File: config.mk
export PLATFORM = sky130hd
export DESIGN_NAME = board_renderer
export DESIGN_NICKNAME = d
export VERILOG_FILES = /design/src/rtl/board_renderer.sv
export SDC_FILE = /design/constraint.sdc
export NUM_CORES = 1
export LEC_CHECK = 0
export CORE_MARGIN = 1
export CORE_UTILIZATION = 25
export CTS_CLUSTER_SIZE = 40
export DETAILED_ROUTE_END_ITERATION = 8
export PLACE_DENSITY = 0.4
export SYNTH_ARGS = -nofsm -noshare
export SYNTH_HDL_FRONTEND = slang
export SYNTH_SLANG_ARGS = --single-unit
File: constraint.sdc
create_clock -name clock -period 7.96 [get_ports clock]
set_input_delay 1.194 -clock clock [delete_from_list [all_inputs] [get_ports clock]]
set_output_delay 1.194 -clock clock [all_outputs]
set_load 0.05 [all_outputs]
File: src/rtl/board_renderer.sv
// Renders a GRID_W x GRID_H board as CELL_PX x CELL_PX tiles (border, cursor, 7x7 glyph) into a pixel stream.
// Latency: first pixel valid 3 cycles after start; one cell tested per SEEK cycle.
// Backpressure: valid/ready; x_out/y_out/colour hold while plot_valid && !plot_ready.
module board_renderer #(
    parameter int GRID_W     = 3,
    parameter int GRID_H     = 3,
    parameter int STATE_SIZE = 4,
    parameter int CELL_PX    = 9,
    parameter int ORIGIN_X   = 0,
    parameter int ORIGIN_Y   = 0
) (
    input  logic                                 clock,
    input  logic                                 resetn,
    input  logic                                 start,
    input  logic                                 partial,
    input  logic [GRID_W*GRID_H-1:0]             dirty,
    input  logic [GRID_W*GRID_H-1:0]             cursorGrid,
    input  logic [GRID_W*GRID_H-1:0]             revealGrid,
    input  logic [STATE_SIZE*GRID_W*GRID_H-1:0]  states,
    output logic [7:0]                           x_out,
    output logic [6:0]                           y_out,
    output logic [2:0]                           colour,
    output logic                                 plot_valid,
    input  logic                                 plot_ready,
    output logic                                 busy,
    output logic                                 done
);
    localparam int N  = GRID_W * GRID_H;
    localparam int KW = $clog2(N + 1);
    localparam int PW = $clog2(CELL_PX);

    localparam logic [2:0] S_IDLE  = 3'd0;
    localparam logic [2:0] S_SEEK  = 3'd1;
    localparam logic [2:0] S_LOAD  = 3'd2;
    localparam logic [2:0] S_PIXEL = 3'd3;
    localparam logic [2:0] S_DONE  = 3'd4;

    logic [2:0]            state;
    logic [N-1:0]          mask;
    logic [KW-1:0]         k;
    logic [3:0]            cx, cy, next_cx, next_cy;
    logic                  cur_r, rev_r;
    logic [STATE_SIZE-1:0] code_r;
    logic [PW-1:0]         px, py;
    logic                  last_issued;
    logic [2:0]            pix_colour;
    logic [48:0]           glyph_bits;
    logic                  glyph;
    int                    ix, iy;

    // Rows top to bottom, leftmost pixel in the row MSB; bit (iy,ix) lands at 48-(iy*7+ix).
    function automatic logic [48:0] font_bits(input logic [STATE_SIZE-1:0] code);
        case (32'(code))
            0: font_bits = {7'b0011100, 7'b0100010, 7'b0100110, 7'b0101010, 7'b0110010, 7'b0100010, 7'b0011100};
            1: font_bits = {7'b0001000, 7'b0011000, 7'b0001000, 7'b0001000, 7'b0001000, 7'b0001000, 7'b0011100};
            2: font_bits = {7'b0011100, 7'b0100010, 7'b0000010, 7'b0000100, 7'b0001000, 7'b0010000, 7'b0111110};
            3: font_bits = {7'b0011100, 7'b0100010, 7'b0000010, 7'b0001100, 7'b0000010, 7'b0100010, 7'b0011100};
            4: font_bits = {7'b0000100, 7'b0001100, 7'b0010100, 7'b0100100, 7'b0111110, 7'b0000100, 7'b0000100};
            5: font_bits = {7'b0111110, 7'b0100000, 7'b0111100, 7'b0000010, 7'b0000010, 7'b0100010, 7'b0011100};
            6: font_bits = {7'b0011100, 7'b0100000, 7'b0100000, 7'b0111100, 7'b0100010, 7'b0100010, 7'b0011100};
            7: font_bits = {7'b0111110, 7'b0000010, 7'b0000100, 7'b0001000, 7'b0010000, 7'b0010000, 7'b0010000};
            8: font_bits = {7'b0011100, 7'b0100010, 7'b0100010, 7'b0011100, 7'b0100010, 7'b0100010, 7'b0011100};
            9: font_bits = {7'b0001000, 7'b0101010, 7'b0011100, 7'b1111111, 7'b0011100, 7'b0101010, 7'b0001000};
            default: font_bits = '0;
        endcase
    endfunction

    always_comb begin
        next_cx = cx + 4'd1;
        next_cy = cy;
        if (cx == 4'(GRID_W - 1)) begin
            next_cx = '0;
            next_cy = cy + 4'd1;
        end
    end

    always_comb begin
        ix         = int'(px) - 1;
        iy         = int'(py) - 1;
        glyph_bits = font_bits(code_r);
        glyph      = 1'b0;
        pix_colour = 3'b000;
        if (px == '0 || py == '0 || px == PW'(CELL_PX - 1) || py == PW'(CELL_PX - 1)) begin
            pix_colour = cur_r ? 3'b100 : 3'b111;
        end else begin
            if (ix < 7 && iy < 7)
                glyph = |(glyph_bits & (49'd1 << (48 - (iy * 7 + ix))));
            if (rev_r && glyph) begin
                if (32'(code_r) <= 32'd8)
                    pix_colour = 3'b111;
                else if (32'(code_r) == 32'd9)
                    pix_colour = 3'b100;
            end
        end
    end

    always_ff @(posedge clock) begin
        if (!resetn) begin
            state       <= S_IDLE;
            mask        <= '0;
            k           <= '0;
            cx          <= '0;
            cy          <= '0;
            cur_r       <= 1'b0;
            rev_r       <= 1'b0;
            code_r      <= '0;
            px          <= '0;
            py          <= '0;
            last_issued <= 1'b0;
            x_out       <= '0;
            y_out       <= '0;
            colour      <= '0;
            plot_valid  <= 1'b0;
            busy        <= 1'b0;
            done        <= 1'b0;
        end else begin
            done <= 1'b0;
            case (state)
                S_IDLE: begin
                    if (start) begin
                        mask  <= partial ? dirty : '1;
                        k     <= '0;
                        cx    <= '0;
                        cy    <= '0;
                        busy  <= 1'b1;
                        state <= S_SEEK;
                    end
                end
                S_SEEK: begin
                    if (k == KW'(N)) begin
                        busy  <= 1'b0;
                        done  <= 1'b1;
                        state <= S_DONE;
                    end else if (mask[k]) begin
                        state <= S_LOAD;
                    end else begin
                        k  <= k + 1'b1;
                        cx <= next_cx;
                        cy <= next_cy;
                    end
                end
                S_LOAD: begin
                    cur_r       <= cursorGrid[k];
                    rev_r       <= revealGrid[k];
                    code_r      <= states[k*STATE_SIZE +: STATE_SIZE];
                    px          <= '0;
                    py          <= '0;
                    last_issued <= 1'b0;
                    state       <= S_PIXEL;
                end
                S_PIXEL: begin
                    // Output register refills only when empty or draining, so stalled pixels stay put.
                    if (!plot_valid || plot_ready) begin
                        if (!last_issued) begin
                            x_out      <= 8'(ORIGIN_X + int'(cx) * CELL_PX + int'(px));
                            y_out      <= 7'(ORIGIN_Y + int'(cy) * CELL_PX + int'(py));
                            colour     <= pix_colour;
                            plot_valid <= 1'b1;
                            if (px == PW'(CELL_PX - 1)) begin
                                px <= '0;
                                if (py == PW'(CELL_PX - 1))
                                    last_issued <= 1'b1;
                                else
                                    py <= py + 1'b1;
                            end else begin
                                px <= px + 1'b1;
                            end
                        end else begin
                            plot_valid <= 1'b0;
                            k          <= k + 1'b1;
                            cx         <= next_cx;
                            cy         <= next_cy;
                            state      <= S_SEEK;
                        end
                    end
                end
                S_DONE: state <= S_IDLE;
                default: state <= S_IDLE;
            endcase
        end
    end
endmodule

# Word level (Yosys, flattened, before mapping)
# Memories as Yosys holds them, arrays and structs flattened. A register that Yosys moved wholly into a read port is not among the register bits.
# Index checks and enable logic that the tools add are counted.
word_totals:
  romBits: 592
  word_cells: 141
  in_bits: 68
  memories: 1
  reg_bits: 60
memory_table:
  columns: ["name", "depth", "width", "read_ports", "rd_clocked_by_memory_dff", "write_ports", "line_no", "source"]
  rows:
  - ["(name not given)", 16, 37, 1, 1, 0, "53", "case (32'(code))"]
op_classes:
  n_shift: 2
  mul: 3
  n_bitwise: 2
  n_reduce_logical: 24
  addsub: 11
  magnitude_cmp: 4
  mux: 59
  n_eq_ne: 18
ops:
  columns: ["operator", "n"]
  rows:
  - ["4-bit two-way mux", 24]
  - ["49-bit bitwise AND", 1]
  - ["49-bit OR reduction", 1]
  - ["1-bit by 32-bit << shifter with 49-bit output (first input constant)", 1]
  - ["4-bit one-hot mux with 3 select lines", 3]
  - ["36-bit by 7-bit indexed part select with 4-bit output", 1]
  - ["3-bit two-way mux", 9]
  - ["4-bit by 1-bit adder with 4-bit output (second input constant)", 5]
  - ["2-bit inequality test (second input constant)", 9]
  - ["4-bit == test (second input constant)", 4]
  - ["4-bit one-hot mux with 2 select lines", 2]
  - ["1-bit two-way mux", 13]
  - ["1-bit binary-select mux with 4-bit select", 3]
  - ["3-bit one-hot mux with 4 select lines", 1]
  - ["7-bit by 10-bit subtractor with 11-bit output (first input constant)", 1]
  - ["9-bit by 5-bit adder with 10-bit output", 1]
  - ["5-bit by 4-bit less-than comparator with 1-bit output (second input constant)", 2]
  - ["4-bit by 1-bit subtractor with 5-bit output (second input constant)", 2]
  - ["5-bit by 4-bit multiplier with 9-bit output (second input constant)", 1]
  - ["9-bit two-way mux", 1]
  - ["3-bit AND reduction", 3]
  - ["8-bit by 4-bit adder with 8-bit output", 1]
  - ["4-bit logical NOT", 2]
  - ["4-bit by 4-bit multiplier with 8-bit output (second input constant)", 1]
  - ["other kinds (21)", 31]

# Depth between registers and ports, before layout
# Gate-level depths: netlist of run 1.
depth:
  word_depth: 12
  mapped_depth: 18
  mapped_depth_nobuf: 18

# Least setup slack after synthesis of run 1
# Ideal clock, no wire load.
synth_path:
  kind: "register -> register"
  startpoint: "register py[0]"
  endpoint: "register colour[2]"
  path_slack_ps: 3358
  setup_time_ps: 137
  t_arrival_ps: 4465
  path_stages_with_launch: 19
  period_less_slack_ps: 4602
  cell_sequence: "dfxtp_1 nor3_1 xor2_1 inv_1 fa_1 inv_1 ha_1 fa_1 inv_1 ha_1 inv_1 fa_1 clkbuf_1 mux2i_1 nor3_1 nor4_1 o22ai_1 o211ai_1 a31oi_1"
synth_via:
  elab_chain_len: 12
  word_cells_on_any_way: 19
  cone_classes: "add/sub (3); mul (1); order compare (1); eq/ne (1); shift (1); mux (4); bitwise (1); reduce/logical (7)"
synth_rtl:
  columns: ["item", "line_no", "source"]
  rows:
  - ["from (decl)", "44", "logic [PW-1:0] px, py;"]
  - ["from (signal assigned)", "164", "py <= py + 1'b1;"]
  - ["4-bit by 1-bit subtractor with 5-bit output", "79", "iy = int'(py) - 1;"]
  - ["5-bit by 4-bit multiplier with 9-bit output", "87", "glyph = |(glyph_bits & (49'd1 << (48 - (iy * 7 + ix))));"]
  - ["9-bit by 5-bit adder with 10-bit output", "87", null]
  - ["7-bit by 10-bit subtractor with 11-bit output", "87", null]
  - ["1-bit by 32-bit << shifter with 49-bit output", "87", null]
  - ["49-bit bitwise AND", "87", null]
  - ["49-bit OR reduction", "87", null]
  - ["1-bit two-way mux", "86", "if (ix < 7 && iy < 7)"]
  - ["1-bit two-way mux", "83", "if (px == '0 || py == '0 || px == PW'(CELL_PX - 1) || py == PW'(CELL_PX - 1)) begin"]
  - ["1-bit logical AND", "88", "if (rev_r && glyph) begin"]
  - ["3-bit two-way mux", "88", null]
  - ["3-bit two-way mux *", "83", null]
  - ["to (signal assigned)", "157", "colour <= pix_colour;"]
  - ["to (decl)", "22", "output logic [2:0] colour,"]
# Every way passes the cells marked *; elsewhere a longest branch is shown, timed or not. The select of a mux whose other input is x is not followed.
# A chain may end at the register's enable or synchronous reset.

# Worst setup path after layout of run 1
layout_path:
  startpoint: "register py[0]"
  endpoint: "register colour[1]"
# Same word-level chain as after synthesis.

==> flow_metrics.tcl, run 1 <==
set metrics [dict create \
    n_antenna_cell 0 \
    max_slew.worst_pin.slew_ns 1.01 \
    syn_area_per_cell_sq_um 8.78 \
    root_buffer "clkbuf_16" \
    tns_ns 0 \
    grt_max_degree 38 \
    crit_chain "nor3_1 -> xor2_1 -> inv_1 -> fa_1 -> inv_1 -> ha_1 -> fa_1 -> inv_1 -> ha_1 -> inv_1 -> fa_1 -> mux4_2 -> a32oi_1 -> o311a_1 -> a211oi_1 -> o211ai_1 -> o22ai_1" \
    dr.first_iter.drc_count 296 \
    cts_htree_levels 3 \
    setup_viol_count_final 0 \
    cp_num_buf_inv 4 \
    cts-hold-fix-buffers 0 \
    hp-class "register to register" \
    tritoncts "done" \
    yosysTopAreaCell "dfxtp_1" \
    crit_required_ns 8.17 \
    area_delta_synth_final_pct 24.2 \
    fin_util 0.317 \
    yosysWarnings 0 \
    path_max_fanout 13 \
    ctsResizeCount 0 \
    fin_skew_ns 0.0119 \
    ant_nets 0 \
    wl_per_cell_um 14.6 \
    netlist_instances 685 \
    worst_slack_ns 2.77 \
    max_freq_ghz 0.193 \
    synth_area_leaders "dfxtp_1 (30%), ha_1 (13%), mux4_2 (4.9%)" \
    hold_slack_ns 0.453 \
    drc 0 \
    placed_area_sq_um 7170 \
    maxCapViolCount 0 \
    via_per_inst 4.73 \
    crit_path_start_kind "register" \
    grt_usage 0.136 \
    cp-end-kind "register" \
    clock_path_buffers 2 \
    chipHeight_um 157 \
    yosysSeqAreaShare 0.303 \
    place_inst 1063 \
    synth_ff_type "dfxtp_1" \
    synth_nets 829 \
    firstDrtPassIters 5 \
    cpMaxStageDelayCell "fa_1" \
    post_cts.repair.setup_buffers 0 \
    slowest_delay_ns 0.86 \
    place.gp.congestion 0.787 \
    hold_viol_final 0 \
    place_ws_ns 2.76 \
    cp_common_cell "inv_1" \
    final_nets 899 \
    die-area_sq_um 24700 \
    crit_type "register to register" \
    port_buffers 88 \
    async_flop_share 0 \
    fill_cells 2474 \
    coreArea_sq_um 23500 \
    period_needed_ns 5.19 \
    vias 5100 \
    leakagePower_nw 2.97 \
    rows 56 \
    synthTopCellsByCount "dfxtp_1 (91), ha_1 (64), nand2_1 (64)" \
    gr-total-overflow 0 \
    report.final.slew_viol_count 0 \
    power_mw 1.28 \
    arrival_ns 5.40 \
    stdcell_count 1079 \
    synth_top_area_frac 0.303 \
    wl_um 15700 \
    drive_above_1_share 0.0671 \
    ys_ff_latch 91 \
    synth_edf_count 0 \
    rsz0062_at_grt "no" \
    clkSinkCount 91 \
    finalCritPeriodShare 0.652 \
    clkLatencyLatePin_ns 0.35 \
    synth_most_common_cell "dfxtp_1" \
    numCtsBuffers 9 \
    grt_pass1_wl_um 26300 \
    vdd_drop_max_mv 0.120 \
    initial_utilization 0.255 \
    syn_area_sq_um 6010 \
    clk_pin_slew_ns 0.07 \
    critPathTopFamily "adder cells" \
    ios 89 \
    slew_headroom 0.325 \
    postLayoutCellArea_sq_um 7470 \
    fp.dieW_um 157 \
    status "completed" \
    grt_antenna_before_repair 0 \
    grt_pass1_vias 5086 \
    post-dp-hpwl_um 12400 \
    powerDensity_nw_per_um2 171 \
    synth_cell_type_count 67 \
]
[final timing paths]
kind / from / to / slack (ns) / cells past startpoint
worst max register to register: py[0] / colour[1] / 2.77 / 17
worst min register to register: x_out[4] / x_out[4] / 0.45 / 2
worst min-delay path: x_out[4] / x_out[4] / 0.45 / 2
worst max-delay path: py[0] / colour[1] / 2.77 / 17
[area by class of cell]
class                   instances  area, sq um  share of cell area
clock buffers                  10          229              0.0306
clock inverters                 6         72.6             0.00971
inverters                      55          206              0.0276
multi-input cells             507         3840               0.514
flip-flops and latches         91         1820               0.244
well taps                     319          399              0.0534
repair buffers                 91          903               0.121
[where the power goes]
part | switching [mW] | leakage [nW] | total, mW | internal, mW
clock network | 0.194 | 0.149 | 0.441 | 0.248
logic | 0.179 | 2.08 | 0.338 | 0.159
registers | 0.0179 | 0.739 | 0.499 | 0.481
total | 0.390 | 2.97 | 1.28 | 0.888
[cell families after synthesis]
group / after synthesis / share of synthesized area
xor gates and xnor gates: 23 / 0.0335
AOI/OAI and AO/OA: 139 / 0.146
adders and majority gates: 76 / 0.173
DFF: 91 / 0.303
buffers and inverters: 87 / 0.0587
muxes: 31 / 0.0882
and+or+nand+nor: 238 / 0.198
[flip-flops by register name (all words and copies together) (netlist names), 7 cells and up]
name,cells
mask,9
glyph_bits,32
x_out,8
y_out,7
[worst register-to-register path, cell delays in order (launching register included)]
cell and delay [ns]:
dfxtp_1 0.42, nor3_1 0.27, xor2_1 0.26, inv_1 0.18, fa_1 0.56, inv_1 0.04, ha_1 0.28, fa_1 0.51
inv_1 0.04, ha_1 0.29, inv_1 0.07, fa_1 0.86, mux4_2 0.39, a32oi_1 0.23, o311a_1 0.22, a211oi_1 0.05
o211ai_1 0.27, o22ai_1 0.13
[metal layers]
metal  part of all wire  vias up  track usage
met5                  0        -            0
met2               0.47      109        0.229
met4              0.013        0       0.0393
li1                   -     2575            -
met1               0.47     2403        0.173
met3              0.043       13       0.0292
[cells in the final DEF (no fill, tap or decap), types with 3 or more instances in the layout]
master and count:
nand4_1 4, nand2_1 64, xnor2_1 14, mux2i_1 11
nand3_1 25, clkbuf_16 9, clkdlybuf4s50_1 88, nor2_1 59
o21ai_0 23, o22ai_1 13, mux2_2 3, and3_1 3
a21boi_0 3, xor2_1 9, a22o_1 3, a21o_1 6
nand2b_1 12, dfxtp_1 91, mux4_1 3, mux4_2 13
or3b_2 3, nor3_1 19, inv_2 4, and2_1 3
buf_4 3, nor3b_1 10, a31oi_1 6, nor2b_1 5
fa_1 12, inv_1 51, nor4_1 6, ha_1 64
a21oi_1 50, or3_1 7, o211ai_1 5, nand3b_1 6
a211oi_1 5
Note: power is estimated with default switching activity, not from simulation.
==> run 2: changes to the inputs <==
--- a/config.mk
+++ b/config.mk
@@ -9,7 +9,7 @@
 export CORE_UTILIZATION = 25
 export CTS_CLUSTER_SIZE = 40
 export DETAILED_ROUTE_END_ITERATION = 8
-export PLACE_DENSITY = 0.4
+export PLACE_DENSITY = 0.41
 export SYNTH_ARGS = -nofsm -noshare
 export SYNTH_HDL_FRONTEND = slang
 export SYNTH_SLANG_ARGS = --single-unit
==> constraint.sdc (replaced) <==
create_clock -name clock -period 4.5 [get_ports clock]
set_input_delay 0.675 -clock clock [delete_from_list [all_inputs] [get_ports clock]]
set_output_delay 0.675 -clock clock [all_outputs]
set_load 0.05 [all_outputs]
==> flow_metrics.tcl, run 2 (synthesis gave the netlist of run 1 again) <==
set metrics [dict create \
    powerDensity_nw_per_um2 295 \
    crit_path_start_kind "register" \
    power_mw 2.29 \
    fin_skew_ns 0.0121 \
    clockPowerShare 0.338 \
    maxCapViolCount 0 \
    cp-end-kind "register" \
    tritoncts "done" \
    fin_util 0.329 \
    mostFrequentLayoutCell "dfxtp_1" \
    cts-hold-fix-buffers 0 \
    finalCritPeriodShare 0.980 \
    via_per_inst 4.71 \
    grt_pass1_wl_um 26300 \
    chipHeight_um 157 \
    crit_required_ns 4.71 \
    arrival_ns 4.62 \
    grt_pass1_vias 5328 \
    numCtsBuffers 9 \
    clk_pin_slew_ns 0.07 \
    max_freq_ghz 0.227 \
    clock_path_buffers 2 \
    grt_usage 0.135 \
    grt_antenna_before_repair 0 \
    seqPwrFrac 0.387 \
    leakagePower_nw 3.11 \
    drc 0 \
    root_buffer "clkbuf_16" \
    p_comb_frac 0.275 \
    status "completed" \
    firstDrtPassIters 5 \
    drive_above_1_share 0.122 \
    initial_utilization 0.255 \
    hp-class "register to register" \
    tns_ns 0 \
    period_needed_ns 4.41 \
    stdcell_count 1106 \
    hold_slack_ns 0.454 \
    clkSinkCount 91 \
    wl_um 15600 \
    place.gp.congestion 0.798 \
    ant_nets 0 \
    path_max_fanout 6 \
    power.internal_mw 1.60 \
    slew_headroom 0.401 \
    ios 89 \
    grt_max_degree 37 \
    p_sw_frac 0.302 \
    layout_common_cells "dfxtp_1 (89), clkdlybuf4s50_1 (88), nand2_1 (64)" \
    cts_htree_levels 3 \
    die-area_sq_um 24700 \
    hold_viol_final 0 \
    place_inst 1088 \
    post-dp-hpwl_um 12400 \
    wl_per_cell_um 14.1 \
    power_switching_mw 0.692 \
    vias 5210 \
    rsz0062_at_grt "yes" \
    final_nets 926 \
    port_buffers 88 \
    gr-total-overflow 0 \
    rows 56 \
    dr.first_iter.drc_count 229 \
    n_antenna_cell 0 \
    setup_viol_count_final 0 \
    crit_type "register to register" \
    max_slew.worst_pin.slew_ns 0.899 \
    clkLatencyLatePin_ns 0.34 \
    fp.dieW_um 157 \
    coreArea_sq_um 23500 \
    largest_reg_flops 32 \
    fill_cells 2486 \
    vdd_drop_max_mv 0.175 \
    report.final.slew_viol_count 0 \
    area_delta_synth_final_pct 29.0 \
]
==> run 2: cell count changes in the layout (fill, tap and decap cells not counted), moves of 2 or more <==
cell | before | now
buf_4 | 3 | 30
clkinvlp_4 | 0 | 2
dfxtp_1 | 91 | 89
ha_1 | 64 | 59
ha_2 | 0 | 2
ha_4 | 0 | 3
inv_1 | 51 | 46
inv_2 | 4 | 9
==> run 2: power by group through the flow <==
stage                     Clock (mW)  Combinational (mW)  Sequential [mW]
after floorplan                    0               0.431            0.894
after global placement             0               0.613            0.907
after detailed placement           0               0.618            0.907
after CTS                      0.797               0.630            0.888
after global routing           0.829               0.702            0.894
final                          0.774               0.630            0.887
==> run 2: timing repair <==
action                     CTS  global route
pin swaps                    7            10
gates resized for setup      6            13
setup endpoints to repair    2             2
setup buffers                2             0
==> run 2: worst paths after layout <==
check / from / to / slack, ns / cells after the start
max: py[0] / colour[2] / 0.09 / 17
min: x_out[0] / x_out[0] / 0.45 / 2
min reg2reg: x_out[0] / x_out[0] / 0.45 / 2
max reg2reg: py[0] / colour[2] / 0.09 / 17
==> run 2: final cells by class <==
| class | count | area, sq um | share of cell area |
|---|---|---|---|
| clock buffers | 10 | 229 | 0.0295 |
| inverters | 55 | 206 | 0.0266 |
| clock inverters | 6 | 73.8 | 0.00952 |
| repair buffers | 118 | 1110 | 0.143 |
| multi-input cells | 507 | 3910 | 0.505 |
| well taps | 319 | 399 | 0.0515 |
| flip-flops and latches | 91 | 1830 | 0.236 |
==> run 2: stage by stage <==
stage          cell area (sq um)  worst slack [ns]
6_report                    7750            0.0901
4_1_cts                     7700          0.000790
3_3_place_gp                7360            -0.117
5_1_grt                     7750            -0.134
3_5_place_dp                7360            -0.178
2_1_floorplan               6010           0.00496
==> run 2: critical path: stages (launching register included) <==
cell      delay [ns]
dfxtp_4         0.36
nor3_2          0.18
xor2_1          0.20
inv_1           0.09
fa_1            0.50
inv_2           0.05
ha_4            0.21
fa_1            0.55
inv_2           0.05
ha_4            0.26
inv_2           0.04
fa_2            0.65
mux4_2          0.32
a32oi_1         0.22
o311a_1         0.20
a211oi_1        0.05
o211ai_1        0.24
a31oi_1         0.11
==> run 2: routing by layer <==
layer  GRT usage  part of all wire  vias up  routed length (um)
met1       0.176              0.48     2446                7480
met5           0                 0        -                   0
met2       0.232              0.47      133                7410
met4      0.0379            0.0094        0                 147
li1            -                 -     2620                   -
met3      0.0182             0.039       11                 604
==> run 3: changes to the inputs <==
==> constraint.sdc (replaced) <==
create_clock -name clock -period 4.5 [get_ports clock]
set_input_delay 0.675 -clock clock [delete_from_list [all_inputs] [get_ports clock]]
set_output_delay 0.675 -clock clock [all_outputs]
set_load 0.1 [all_outputs]
==> results of run 3 <==
Same layout as run 2 (identical final DEF). Status: completed.
Among the figures that moved: total power 2.29 mW -> 2.30 mW
